<file path="src/rtl/uart_pkg.sv">
// rtl/uart_pkg.sv - shared types and constants for the UART receive path
package uart_pkg;

  localparam int UART_DATA_BITS = 8;

  typedef enum logic [2:0] {
    IDLE,
    START,
    DATA,
    STOP,
    WAIT_IDLE
  } uart_rx_state_t;

endpackage

</file>
<file path="src/rtl/sync_2ff.sv">
// rtl/sync_2ff.sv - two-flop synchroniser with parameterised reset value
module sync_2ff #(
  parameter logic RESET_VAL = 1'b1
) (
  input  logic clk,
  input  logic rst,
  input  logic d,
  output logic q
);

  logic meta;

  // Two back-to-back flops give the first one a full cycle to settle
  always_ff @(posedge clk) begin
    if (rst) begin
      meta <= RESET_VAL;
      q    <= RESET_VAL;
    end else begin
      meta <= d;
      q    <= meta;
    end
  end

endmodule

</file>
<file path="src/rtl/uart_receiver.sv">
// rtl/uart_receiver.sv - 8N1 UART receiver, mid-bit sampling; frame_err_o with UART_RX_FRAME_ERR_EN
module uart_receiver
  import uart_pkg::*;
#(
  parameter int CLOCKS_PER_BAUD = 10
) (
  input  logic                      clk,
  input  logic                      rst,
  input  logic                      rx,
  output logic [UART_DATA_BITS-1:0] data_o,
  output logic                      valid_o
`ifdef UART_RX_FRAME_ERR_EN
  ,
  output logic                      frame_err_o
`endif
);

  localparam int CW = $clog2(CLOCKS_PER_BAUD);
  localparam logic [CW-1:0] HALF_LOAD = CW'(CLOCKS_PER_BAUD / 2 - 1);
  localparam logic [CW-1:0] FULL_LOAD = CW'(CLOCKS_PER_BAUD - 1);
  localparam logic [2:0]    LAST_BIT  = 3'(UART_DATA_BITS - 1);

  uart_rx_state_t            state;
  logic [CW-1:0]             baud_cnt;
  logic [2:0]                bit_idx;
  logic [UART_DATA_BITS-1:0] shreg;
  logic                      rx_s;

  // The line idles high, so the synchroniser resets to 1 to avoid a false start
  sync_2ff #(
    .RESET_VAL(1'b1)
  ) u_rx_sync (
    .clk(clk),
    .rst(rst),
    .d  (rx),
    .q  (rx_s)
  );

  // Frame FSM: half-bit wait to reach mid start bit, then one full bit period per sample
  always_ff @(posedge clk) begin
    if (rst) begin
      state       <= IDLE;
      baud_cnt    <= '0;
      bit_idx     <= '0;
      shreg       <= '0;
      data_o      <= '0;
      valid_o     <= 1'b0;
`ifdef UART_RX_FRAME_ERR_EN
      frame_err_o <= 1'b0;
`endif
    end else begin
      valid_o     <= 1'b0;
`ifdef UART_RX_FRAME_ERR_EN
      frame_err_o <= 1'b0;
`endif
      case (state)
        IDLE: begin
          if (!rx_s) begin
            state    <= START;
            baud_cnt <= HALF_LOAD;
          end
        end

        START: begin
          if (baud_cnt == '0) begin
            if (!rx_s) begin
              state    <= DATA;
              bit_idx  <= '0;
              baud_cnt <= FULL_LOAD;
            end else begin
              // Line went back high before mid start bit: a glitch, not a frame
              state <= IDLE;
            end
          end else begin
            baud_cnt <= baud_cnt - CW'(1);
          end
        end

        DATA: begin
          if (baud_cnt == '0) begin
            shreg[bit_idx] <= rx_s;
            baud_cnt       <= FULL_LOAD;
            if (bit_idx == LAST_BIT) begin
              state <= STOP;
            end else begin
              bit_idx <= bit_idx + 3'd1;
            end
          end else begin
            baud_cnt <= baud_cnt - CW'(1);
          end
        end

        STOP: begin
          if (baud_cnt == '0) begin
            if (rx_s) begin
              data_o  <= shreg;
              valid_o <= 1'b1;
              // Leaving at mid stop bit leaves half a bit to catch the next start edge
              state   <= IDLE;
            end else begin
`ifdef UART_RX_FRAME_ERR_EN
              frame_err_o <= 1'b1;
`endif
              state <= WAIT_IDLE;
            end
          end else begin
            baud_cnt <= baud_cnt - CW'(1);
          end
        end

        WAIT_IDLE: begin
          // A held-low line (break) must not be mistaken for a stream of start bits
          if (rx_s) begin
            state <= IDLE;
          end
        end

        default: state <= IDLE;
      endcase
    end
  end

endmodule

</file>
<file path="config.mk">
export PLATFORM = sky130hd
export DESIGN_NAME = uart_receiver
export DESIGN_NICKNAME = d
export VERILOG_FILES = /design/src/rtl/uart_pkg.sv /design/src/rtl/sync_2ff.sv /design/src/rtl/uart_receiver.sv
export SDC_FILE = /design/constraint.sdc
export NUM_CORES = 1
export LEC_CHECK = 0
export BUFFER_PORTS_ARGS = -buffer_cell sky130_fd_sc_hd__buf_4
export CAP_MARGIN = 25
export CORE_ASPECT_RATIO = 1.4
export CORE_MARGIN = 4
export CORE_UTILIZATION = 55
export CTS_CLUSTER_DIAMETER = 30
export CTS_CLUSTER_SIZE = 30
export DETAILED_ROUTE_END_ITERATION = 7
export GPL_ROUTABILITY_DRIVEN = 0
export GPL_TIMING_DRIVEN = 0
export PLACE_DENSITY = 0.76
export SLEW_MARGIN = 20
export SYNTH_ARGS = -nofsm -noshare
export SYNTH_HDL_FRONTEND = slang
export SYNTH_SLANG_ARGS = --single-unit
</file>
<file path="constraint.sdc">
create_clock -name clk -period 5 [get_ports clk]
set_clock_uncertainty 0.05 [all_clocks]
set_input_delay 0 -clock clk [delete_from_list [all_inputs] [get_ports clk]]
set_output_delay 0 -clock clk [all_outputs]
set_load 0.02 [all_outputs]
</file>
==> run_results.csv, run 1 <==
group,metric,value,unit
synth,synth_warnings,0,
cts,clkSinkCount,29,
grt,grt_max_degree,11,
synth,synth_area_leaders,"dfxtp_1 42%, mux2i_1 12%, nor2_1 5.5%",
cts,clock_latency,0.32,ns
route,num_vias,1157,
outcome,outcome,"completed",
cts,h-tree-depth,2,
route,drcViolationCount,0,
cts,post_cts_resized,0,
layout,area_delta_synth_final,13.9,%
floorplanning,core_area,2390,um^2
run,cap_violations,0,
sta,slew_viol_final,0,
layout,fin_util,65.1,%
synth,synth_top_area_share,42.5,%
synth,avgSynthCellArea,9.37,um^2
cts,cts-root-buf,"clkbuf_4",
route,dr.pass1.iters,4,
power_and_ir_drop,p_per_area,273,nW/um^2
setup_path,worstSetupEndpointType,"flop",
sta,fin_tns_setup,0,ns
route,routedWlPerCell,14.0,um
route,first_iter_violations,23,
route,routed_via_density,5.81,
grt,track_usage,19.2,%
synth,syn_area,1370,um^2
synth,synthFlopType,"dfxtp_1",
synth,synth_largest_area_cell,"dfxtp_1",
setup_path,cp.arrival,2.18,ns
floorplanning,ios,12,
floorplanning,die_area,3360,um^2
power_and_ir_drop,cellLeakagePower,0.000690,uW
setup_path,path_max_fanout,5,
synth,synth_seq_cells,29,
setup_path,cp-start-kind,"flop",
synth,synthCells,146,
grt,grt_pass1_wl,4.85,mm
floorplanning,rows,21,
route,routed_wl,2.78,mm
synth,synth-async-reset-ratio,0,%
cts,cts_buffer_depth,2,
floorplanning,start_util,57.2,%
power_and_ir_drop,ir_worst_vdd,230,uV
placed_design,hpwl,2.02,mm
grt,grt_pass1_vias,1203,
synth,synth_edf_count,0,
worst_hold_path,min_path_type,"in2reg",
grt,antenna_found_initial,0,
placed_design,io_buffers,11,
sta,finalSetupViolCount,0,
synth,synth.distinct_cells,38,
synth,synth_most_common_cell,"dfxtp_1",
cts,cts_inserted_buffers,5,
route,drtAntennaViolNets,0,
layout,diodes,0,
synth,netlist_top_cells_count,"29 x dfxtp_1, 20 x nor2_1, 16 x mux2i_1",
cts,tritoncts,"done",
sta,period_share,40.8,%
sta,finalHoldViolCount,0,
setup_path,path_class,"reg2reg",
sta,rsz0062_at_grt,"false",
sta,max_freq,0.491,GHz
sta,slew_headroom,67.0,%
layout,nets,172,
synth,syn_nets,153,
cts,cts.reportedPaths.clkPinSlew,0.08,ns
synth,yosysSeqAreaShare,42.5,%
floorplanning,die_h,67,um
floorplanning,dieWidth,50.1,um
layout,drive_above_1_share,18.2,%
setup_path,r2r_slack,2.96,ns
grt,grt_overflow,0,
setup_path,worst_ep_required_time,5.14,ns
sta,worst_pin_slew,0.493,ns
sta,finalCriticalPeriod,2.04,ns
[final timing paths]
kind,start,to,depth (start not counted)
worst max-delay path,baud_cnt[0]$_SDFFE_PP0P_,shreg[6]$_SDFFE_PP0P_,6
worst min-delay path,rst,shreg[4]$_SDFFE_PP0P_,3
worst max register to register,baud_cnt[0]$_SDFFE_PP0P_,shreg[6]$_SDFFE_PP0P_,6
worst min register to register,u_rx_sync.meta$_SDFF_PP1_,u_rx_sync.q$_SDFF_PP1_,1
[sequential cells by signal (all words and copies together) (netlist names)]
name	count
baud_cnt	4
bit_idx	3
data_o	8
shreg	8
state	3
u_rx_sync.meta	1
u_rx_sync.q	1
valid_o	1
[worst max-delay path: stages (launching register included)]
cell     delay, ns
dfxtp_1       0.35
inv_1         0.09
ha_1          0.19
or3b_2        0.50
nor4_1        0.42
mux2i_1       0.25
nor2_1        0.06
[cell type report]
type / count / area, um^2
clock buffer: 7 / 55.1
fill: 208 / 833
tap: 34 / 42.5
inverter: 5 / 18.8
multi-input combinational: 103 / 714
sequential: 29 / 581
timing repair buffer: 12 / 92.6
buffer: 9 / 53.8
[cell usage in the layout (no fill, tap or decap), types with 2 or more instances in the layout]
cell type	instances
dfxtp_1	29
clkbuf_4	5
nor4_1	2
a211oi_1	2
ha_1	4
buf_4	11
nor2_1	20
nand2_1	11
inv_1	5
nor2b_1	3
or3b_1	2
nand4_1	7
a21oi_1	6
buf_6	2
or2_2	2
a2111oi_0	2
mux2i_1	16
nor3b_1	4
o2111ai_1	2
nor3_1	2
buf_2	4
clkbuf_1	4
[layer usage]
metal,part of all wire [%],track usage (%),up-vias
li1,-,-,564
met1,39,17.5,552
met2,54,35.6,31
met3,4.7,6.49,10
met4,2.7,12.1,0
met5,0,0,-
[cells by family after synthesis]
family | after synthesis | synth area share (%)
AOI/OAI and AO/OA | 22 | 11.6
xor gates and xnor gates | 1 | 0.641
adders and majority gates | 4 | 3.66
buffers and inverters | 14 | 5.31
DFF | 29 | 42.5
muxes | 17 | 12.5
and+or+nand+nor | 59 | 23.8
[power breakdown]
part           internal (uW)  total [uW]  switching, uW
sequential               235         240           5.32
combinational           19.2        47.7           28.5
clock                   66.2         138           72.0
[metrics by stage]
| step | std cells | setup WS (ns) | hold slack [ns] | power [uW] | instance area [um^2] |
|---|---|---|---|---|---|
| finish | 199 | 2.96 | 0.0177 | 426 | 1560 |
| global route | 199 | 2.85 | 0.0233 | 446 | 1560 |
| CTS | 199 | 2.96 | 0.00288 | 430 | 1560 |
| detailed placement | 191 | 2.98 | 0.139 | 291 | 1490 |
| global placement | 191 | 3.03 | 0.136 | 289 | 1490 |
| floorplan | 146 | 3.24 | 0.0538 | 279 | 1370 |
[what timing repair did]
action | CTS | global route
setup endpoints to repair | 0 | 0
hold buffers | 1 | 0
setup buffers | 0 | 0
hold endpoints to repair | 1 | 0
Note: power is estimated with default switching activity, not from simulation.
==> run 2: changes to the inputs <==
--- a/config.mk
+++ b/config.mk
@@ -5,11 +5,12 @@
 export SDC_FILE = /design/constraint.sdc
 export NUM_CORES = 1
 export LEC_CHECK = 0
+export ABC_AREA = 1
 export BUFFER_PORTS_ARGS = -buffer_cell sky130_fd_sc_hd__buf_4
 export CAP_MARGIN = 25
 export CORE_ASPECT_RATIO = 1.4
 export CORE_MARGIN = 4
-export CORE_UTILIZATION = 55
+export CORE_UTILIZATION = 52
 export CTS_CLUSTER_DIAMETER = 30
 export CTS_CLUSTER_SIZE = 30
 export DETAILED_ROUTE_END_ITERATION = 7
==> constraint.sdc (replaced) <==
create_clock -name clk -period 1.7 [get_ports clk]
set_clock_uncertainty 0.05 [all_clocks]
set_input_delay 0 -clock clk [delete_from_list [all_inputs] [get_ports clk]]
set_output_delay 0 -clock clk [all_outputs]
set_load 0.02 [all_outputs]
==> run_results.csv, run 2 <==
group,metric,value,unit
setup_path,worst-path-buf-inv,2,
synth,synthCells,190,
setup_path,worstSetupPathDepth,10,
setup_path,path_delay_family,"simple AND/OR/NAND/NOR gates",
cts,clkSinkCount,29,
floorplanning,start_util,53.6,%
setup_path,worstSetupEndpointType,"flop",
cts,tritoncts,"done",
power_and_ir_drop,p_per_area,1580,nW/um^2
placed_design,placedInstanceArea,1530,um^2
cts,h-tree-depth,2,
layout,diodes,0,
sta,finalCriticalPeriod,1.61,ns
grt,grt_pass1_wl,5.56,mm
grt,antenna_found_initial,0,
synth,synth_top_area_share,41.4,%
synth,netlist_top_cells_count,"29 x dfxtp_1, 26 x inv_1, 25 x a21oi_1",
grt,track_usage,20.4,%
synth,avgSynthCellArea,7.38,um^2
placed_design,hpwl,2.39,mm
route,dr.pass1.iters,5,
layout,final_area,1660,um^2
setup_path,cp.arrival,1.82,ns
power_and_ir_drop,clkPwrFrac,15.4,%
worst_hold_path,min_path_type,"reg2reg",
setup_path,r2r_cells,10,
synth,yosysSeqAreaShare,41.4,%
power_and_ir_drop,p_switching,1200,uW
cts,cts_inserted_buffers,5,
cts,cts.reportedPaths.clkPinSlew,0.09,ns
floorplanning,die_area,3600,um^2
power_and_ir_drop,p_seq_share,33.6,%
power_and_ir_drop,sw_frac_of_total,45.8,%
grt,grt_max_degree,11,
layout,layout_commonest_cell,"dfxtp_1",
outcome,outcome,"completed",
cts,cts-root-buf,"clkbuf_4",
synth,syn_area,1400,um^2
sta,finalHoldViolCount,0,
grt,met1_usage,19.9,%
synth,synth_most_common_cell,"dfxtp_1",
synth,synth.distinct_cells,27,
synth,synthFlopType,"dfxtp_1",
setup_path,critPathSlowestCell,"dfxtp_2",
power_and_ir_drop,p_comb_share,51.1,%
sta,fin_tns_setup,0,ns
power_and_ir_drop,ir_worst_vdd,1000,uV
route,routedWlPerCell,13.3,um
sta,worst_pin_slew,0.597,ns
worst_hold_path,whs_path_depth,1,
run,cap_violations,0,
power_and_ir_drop,cellLeakagePower,0.000681,uW
setup_path,path_max_fanout,5,
sta,finalSetupViolCount,0,
grt,busiest_layer,"met2",
setup_path,cpPeakStageDelay,0.36,ns
sta,period_share,94.5,%
route,routed_wl,3.32,mm
grt,grtUsageMet2,35.2,%
synth,synth_area_leaders,"dfxtp_1 41%, a21oi_1 8.9%, inv_1 7.0%",
floorplanning,die_h,69.4,um
layout,nets,220,
layout,area_delta_synth_final,18.1,%
synth,synth_edf_count,0,
layout,nFillCells,221,
layout,drive_above_1_share,21.5,%
sta,max_freq,0.623,GHz
synth,synth-async-reset-ratio,0,%
synth,syn_nets,197,
cts,cts_buffer_depth,2,
grt,grt_overflow,0,
floorplanning,core_area,2620,um^2
route,drtAntennaViolNets,0,
grt,grt_pass1_vias,1361,
setup_path,worst_ep_required_time,1.91,ns
setup_path,path_cells,"inv_2 -> ha_1 -> nand2_1 -> nor2_4 -> buf_6 -> nand2_2 -> nand2_2 -> nor2_4 -> nand3_1 -> a21oi_1",
floorplanning,rows,22,
grt,met3_usage,6.45,%
sta,slew_headroom,60.2,%
synth,synth_warnings,0,
power_and_ir_drop,internal-power,1420,uW
synth,synth_seq_cells,29,
route,num_vias,1355,
sta,slew_viol_final,0,
route,first_iter_violations,56,
route,drcViolationCount,0,
route,routed_via_density,5.42,
setup_path,cp-start-kind,"flop",
floorplanning,dieWidth,51.9,um
layout,layout_common_cells,"28 x dfxtp_1, 24 x inv_1, 23 x a21oi_1, 21 x nor2_1, 16 x o21ai_0",
placed_design,io_buffers,11,
synth,synth_largest_area_cell,"dfxtp_1",
sta,rsz0062_at_grt,"false",
floorplanning,ios,12,
cts,clock_latency,0.34,ns
setup_path,path_class,"reg2reg",
layout,reg.largest.list,"data_o (8), shreg (8), baud_cnt (4)",
run 2: area by class of cell:
type	count	area (um^2)	area share, %
multi-input combinational	129	723	43.7
sequential	29	582	35.1
timing repair buffer	16	125	7.56
inverter	27	101	6.12
tap	36	45.0	2.72
clock buffer	6	41.3	2.49
buffer	5	27.5	1.66
clock inverter	2	10.0	0.605
run 2: power by group through the flow:
| stage | Clock [uW] | Combinational [uW] | Sequential, uW |
|---|---|---|---|
| after floorplan | 0 | 883 | 884 |
| after global placement | 0 | 1070 | 871 |
| after detailed placement | 0 | 1140 | 878 |
| after CTS | 412 | 1160 | 863 |
| after global routing | 440 | 1470 | 887 |
| final | 402 | 1340 | 878 |
run 2: logic make-up after synthesis:
| kind of cell | after synthesis | share of synthesized area, % |
|---|---|---|
| fa+ha+maj | 4 | 3.57 |
| flops | 29 | 41.4 |
| compound gates | 45 | 16.6 |
| simple gates | 79 | 28.8 |
| buf+inv | 32 | 8.93 |
| xor+xnor | 1 | 0.625 |
run 2: path summary, 6_finish.rpt:
path / start / end / slack [ns]
min reg2reg: u_rx_sync.meta$_SDFF_PP1_ / u_rx_sync.q$_SDFF_PP1_ / 0.37
max reg2reg: baud_cnt[0]$_SDFFE_PP0P_ / baud_cnt[3]$_SDFFE_PP0P_ / 0.09
min: u_rx_sync.meta$_SDFF_PP1_ / u_rx_sync.q$_SDFF_PP1_ / 0.37
max: baud_cnt[0]$_SDFFE_PP0P_ / baud_cnt[3]$_SDFFE_PP0P_ / 0.09
run 2: layer usage:
layer / share of wire (%) / vias to the layer above
met5: 0 / -
met1: 37 / 630
li1: - / 672
met2: 55 / 44
met3: 5.5 / 9
met4: 2.7 / 0
run 2: per-stage QoR:
stage	std cells	hold slack [ns]	util (%)	worst slack [ns]	total power, uW
after CTS	248	0.371	61.6	0.0322	2430
after floorplan	190	0.0538	-	0.262	1770
after global placement	237	0.134	58.5	0.147	1940
final	250	0.367	63.3	0.0941	2620
after global routing	250	0.395	63.3	0.000465	2800
after detailed placement	237	0.138	58.5	0.0525	2020
run 2: repair_timing:
action                     4_1_cts  5_1_grt
setup endpoints to repair        0       10
hold endpoints to repair         8        0
resized for setup                0       12
buffers inserted                 0        1
hold buffers                     3        0
==> run 3: changes to the inputs <==
--- a/config.mk
+++ b/config.mk
@@ -9,14 +9,13 @@
 export BUFFER_PORTS_ARGS = -buffer_cell sky130_fd_sc_hd__buf_4
 export CAP_MARGIN = 25
 export CORE_ASPECT_RATIO = 1.4
-export CORE_MARGIN = 4
-export CORE_UTILIZATION = 52
+export CORE_UTILIZATION = 51
 export CTS_CLUSTER_DIAMETER = 30
 export CTS_CLUSTER_SIZE = 30
 export DETAILED_ROUTE_END_ITERATION = 7
 export GPL_ROUTABILITY_DRIVEN = 0
-export GPL_TIMING_DRIVEN = 0
-export PLACE_DENSITY = 0.76
+export GPL_TIMING_DRIVEN = 1
+export PLACE_DENSITY = 0.75
 export SLEW_MARGIN = 20
 export SYNTH_ARGS = -nofsm -noshare
 export SYNTH_HDL_FRONTEND = slang
==> run_results.csv, run 3 (synthesized netlist as in run 2, its figures left out) <==
group,metric,value,unit
outcome,outcome,"completed",
layout,diodes,0,
power_and_ir_drop,cellLeakagePower,0.000676,uW
route,routedWlPerCell,11.8,um
setup_path,path_max_fanout,6,
grt,grt_pass1_wl,5.11,mm
placed_design,io_buffers,11,
grt,grt_overflow,0,
sta,max_freq,0.627,GHz
layout,layout.area.seq,583,um^2
layout,layout_commonest_cell,"dfxtp_1",
grt,antenna_found_initial,0,
route,drtAntennaViolNets,0,
setup_path,r2r_slack,0.10,ns
grt,track_usage,23.5,%
cts,cts-root-buf,"clkbuf_4",
route,routed_via_density,5.13,
setup_path,worst_ep_required_time,1.87,ns
cts,h-tree-depth,2,
layout,final_area,1640,um^2
sta,slew_viol_final,0,
sta,finalCriticalPeriod,1.60,ns
sta,finalSetupViolCount,0,
floorplanning,die_area,2960,um^2
layout,layout_common_cells,"27 x dfxtp_1, 25 x a21oi_1, 24 x inv_1, 20 x nor2_1, 17 x nand2_1",
sta,slew_headroom,70.7,%
layout,nets,217,
route,drcViolationCount,0,
sta,finalHoldViolCount,0,
grt,grt_pass1_vias,1223,
sta,holdWs,0.377,ns
route,first_iter_violations,54,
route,dr.pass1.iters,4,
floorplanning,start_util,53.6,%
cts,cts_buffer_depth,2,
grt,grt_max_degree,18,
power_and_ir_drop,ir_worst_vdd,1170,uV
layout,area_delta_synth_final,17.1,%
cts,clkSinkCount,29,
cts,cts.reportedPaths.clkPinSlew,0.09,ns
setup_path,path_cells,"inv_2 -> ha_2 -> nand2_1 -> nor2_4 -> buf_6 -> nand3_4 -> nor3_1 -> nor2_1",
floorplanning,ios,12,
setup_path,critPathSlowestCell,"dfxtp_2",
setup_path,cp.arrival,1.77,ns
floorplanning,rows,22,
floorplanning,die_h,64.0,um
cts,cts_inserted_buffers,5,
layout,reg.largest.list,"data_o (8), shreg (8), baud_cnt (4)",
sta,period_share,93.8,%
layout,drive_above_1_share,20.9,%
setup_path,cp-start-kind,"flop",
floorplanning,core_area,2620,um^2
setup_path,path_class,"reg2reg",
setup_path,cpPeakStageDelay,0.33,ns
cts,clock_latency,0.33,ns
worst_hold_path,min_path_type,"reg2reg",
setup_path,worstSetupEndpointType,"flop",
route,num_vias,1268,
layout,nFillCells,228,
placed_design,placedInstanceArea,1520,um^2
power_and_ir_drop,p_per_area,1520,nW/um^2
layout,multi_input_area,713,um^2
route,routed_wl,2.91,mm
floorplanning,dieWidth,46.3,um
cts,tritoncts,"done",
sta,worst_pin_slew,0.439,ns
run,cap_violations,0,
placed_design,hpwl,2.05,mm
-- run 3: metal layers --
metal	global-route usage, %	part of all wire [%]	vias to the layer above
met4	13.6	2.9	0
met3	6.50	3.2	8
met1	25.2	42	571
li1	-	-	667
met2	38.9	52	22
met5	0	0	-
-- run 3: power breakdown --
| part | total [uW] | internal [uW] | switching [uW] |
|---|---|---|---|
| sequential | 871 | 777 | 94.4 |
| clock | 398 | 157 | 241 |
| combinational | 1220 | 455 | 767 |
| total | 2490 | 1390 | 1100 |
-- run 3: area by class of cell --
class                      instances  share of cell area (%)
multi-input combinational        129                    43.5
sequential                        29                    35.5
timing repair buffer              18                    8.92
inverter                          27                    6.18
tap                               36                    2.75
clock buffer                       6                    2.52
clock inverter                     2                   0.610
-- run 3: worst paths after layout --
path | to | depth (start not counted) | from
worst max-delay path | bit_idx[0]$_SDFFE_PP0P_ | 8 | baud_cnt[0]$_SDFFE_PP0P_
worst min-delay path | u_rx_sync.q$_SDFF_PP1_ | 1 | u_rx_sync.meta$_SDFF_PP1_
worst max register to register | bit_idx[0]$_SDFFE_PP0P_ | 8 | baud_cnt[0]$_SDFFE_PP0P_
worst min register to register | u_rx_sync.q$_SDFF_PP1_ | 1 | u_rx_sync.meta$_SDFF_PP1_
-- run 3: stage by stage --
step	util [%]	setup slack [ns]	cells	total power (uW)	TNS [ns]
2_1_floorplan	-	0.262	190	1770	0
3_3_place_gp	58.1	0.109	234	1950	0
3_5_place_dp	58.1	0.0417	234	1980	0
4_1_cts	61.2	0.0135	245	2380	0
5_1_grt	62.7	-0.00425	247	2690	-0.00425
6_report	62.7	0.105	247	2490	0
-- run 3: worst max-delay path, delay by kind of cell, from the launching register on --
family	cells	cell delay, ns
fa+ha+maj	1	0.18
buf+inv	2	0.23
flops	1	0.33
simple gates	5	0.69
-- run 3: timing repair --
| action | CTS | global route |
|---|---|---|
| hold buffers | 3 | 0 |
| buffers inserted | 0 | 2 |
| setup endpoints to repair | 0 | 22 |
| resized for setup | 0 | 11 |
| hold endpoints to repair | 12 | 0 |
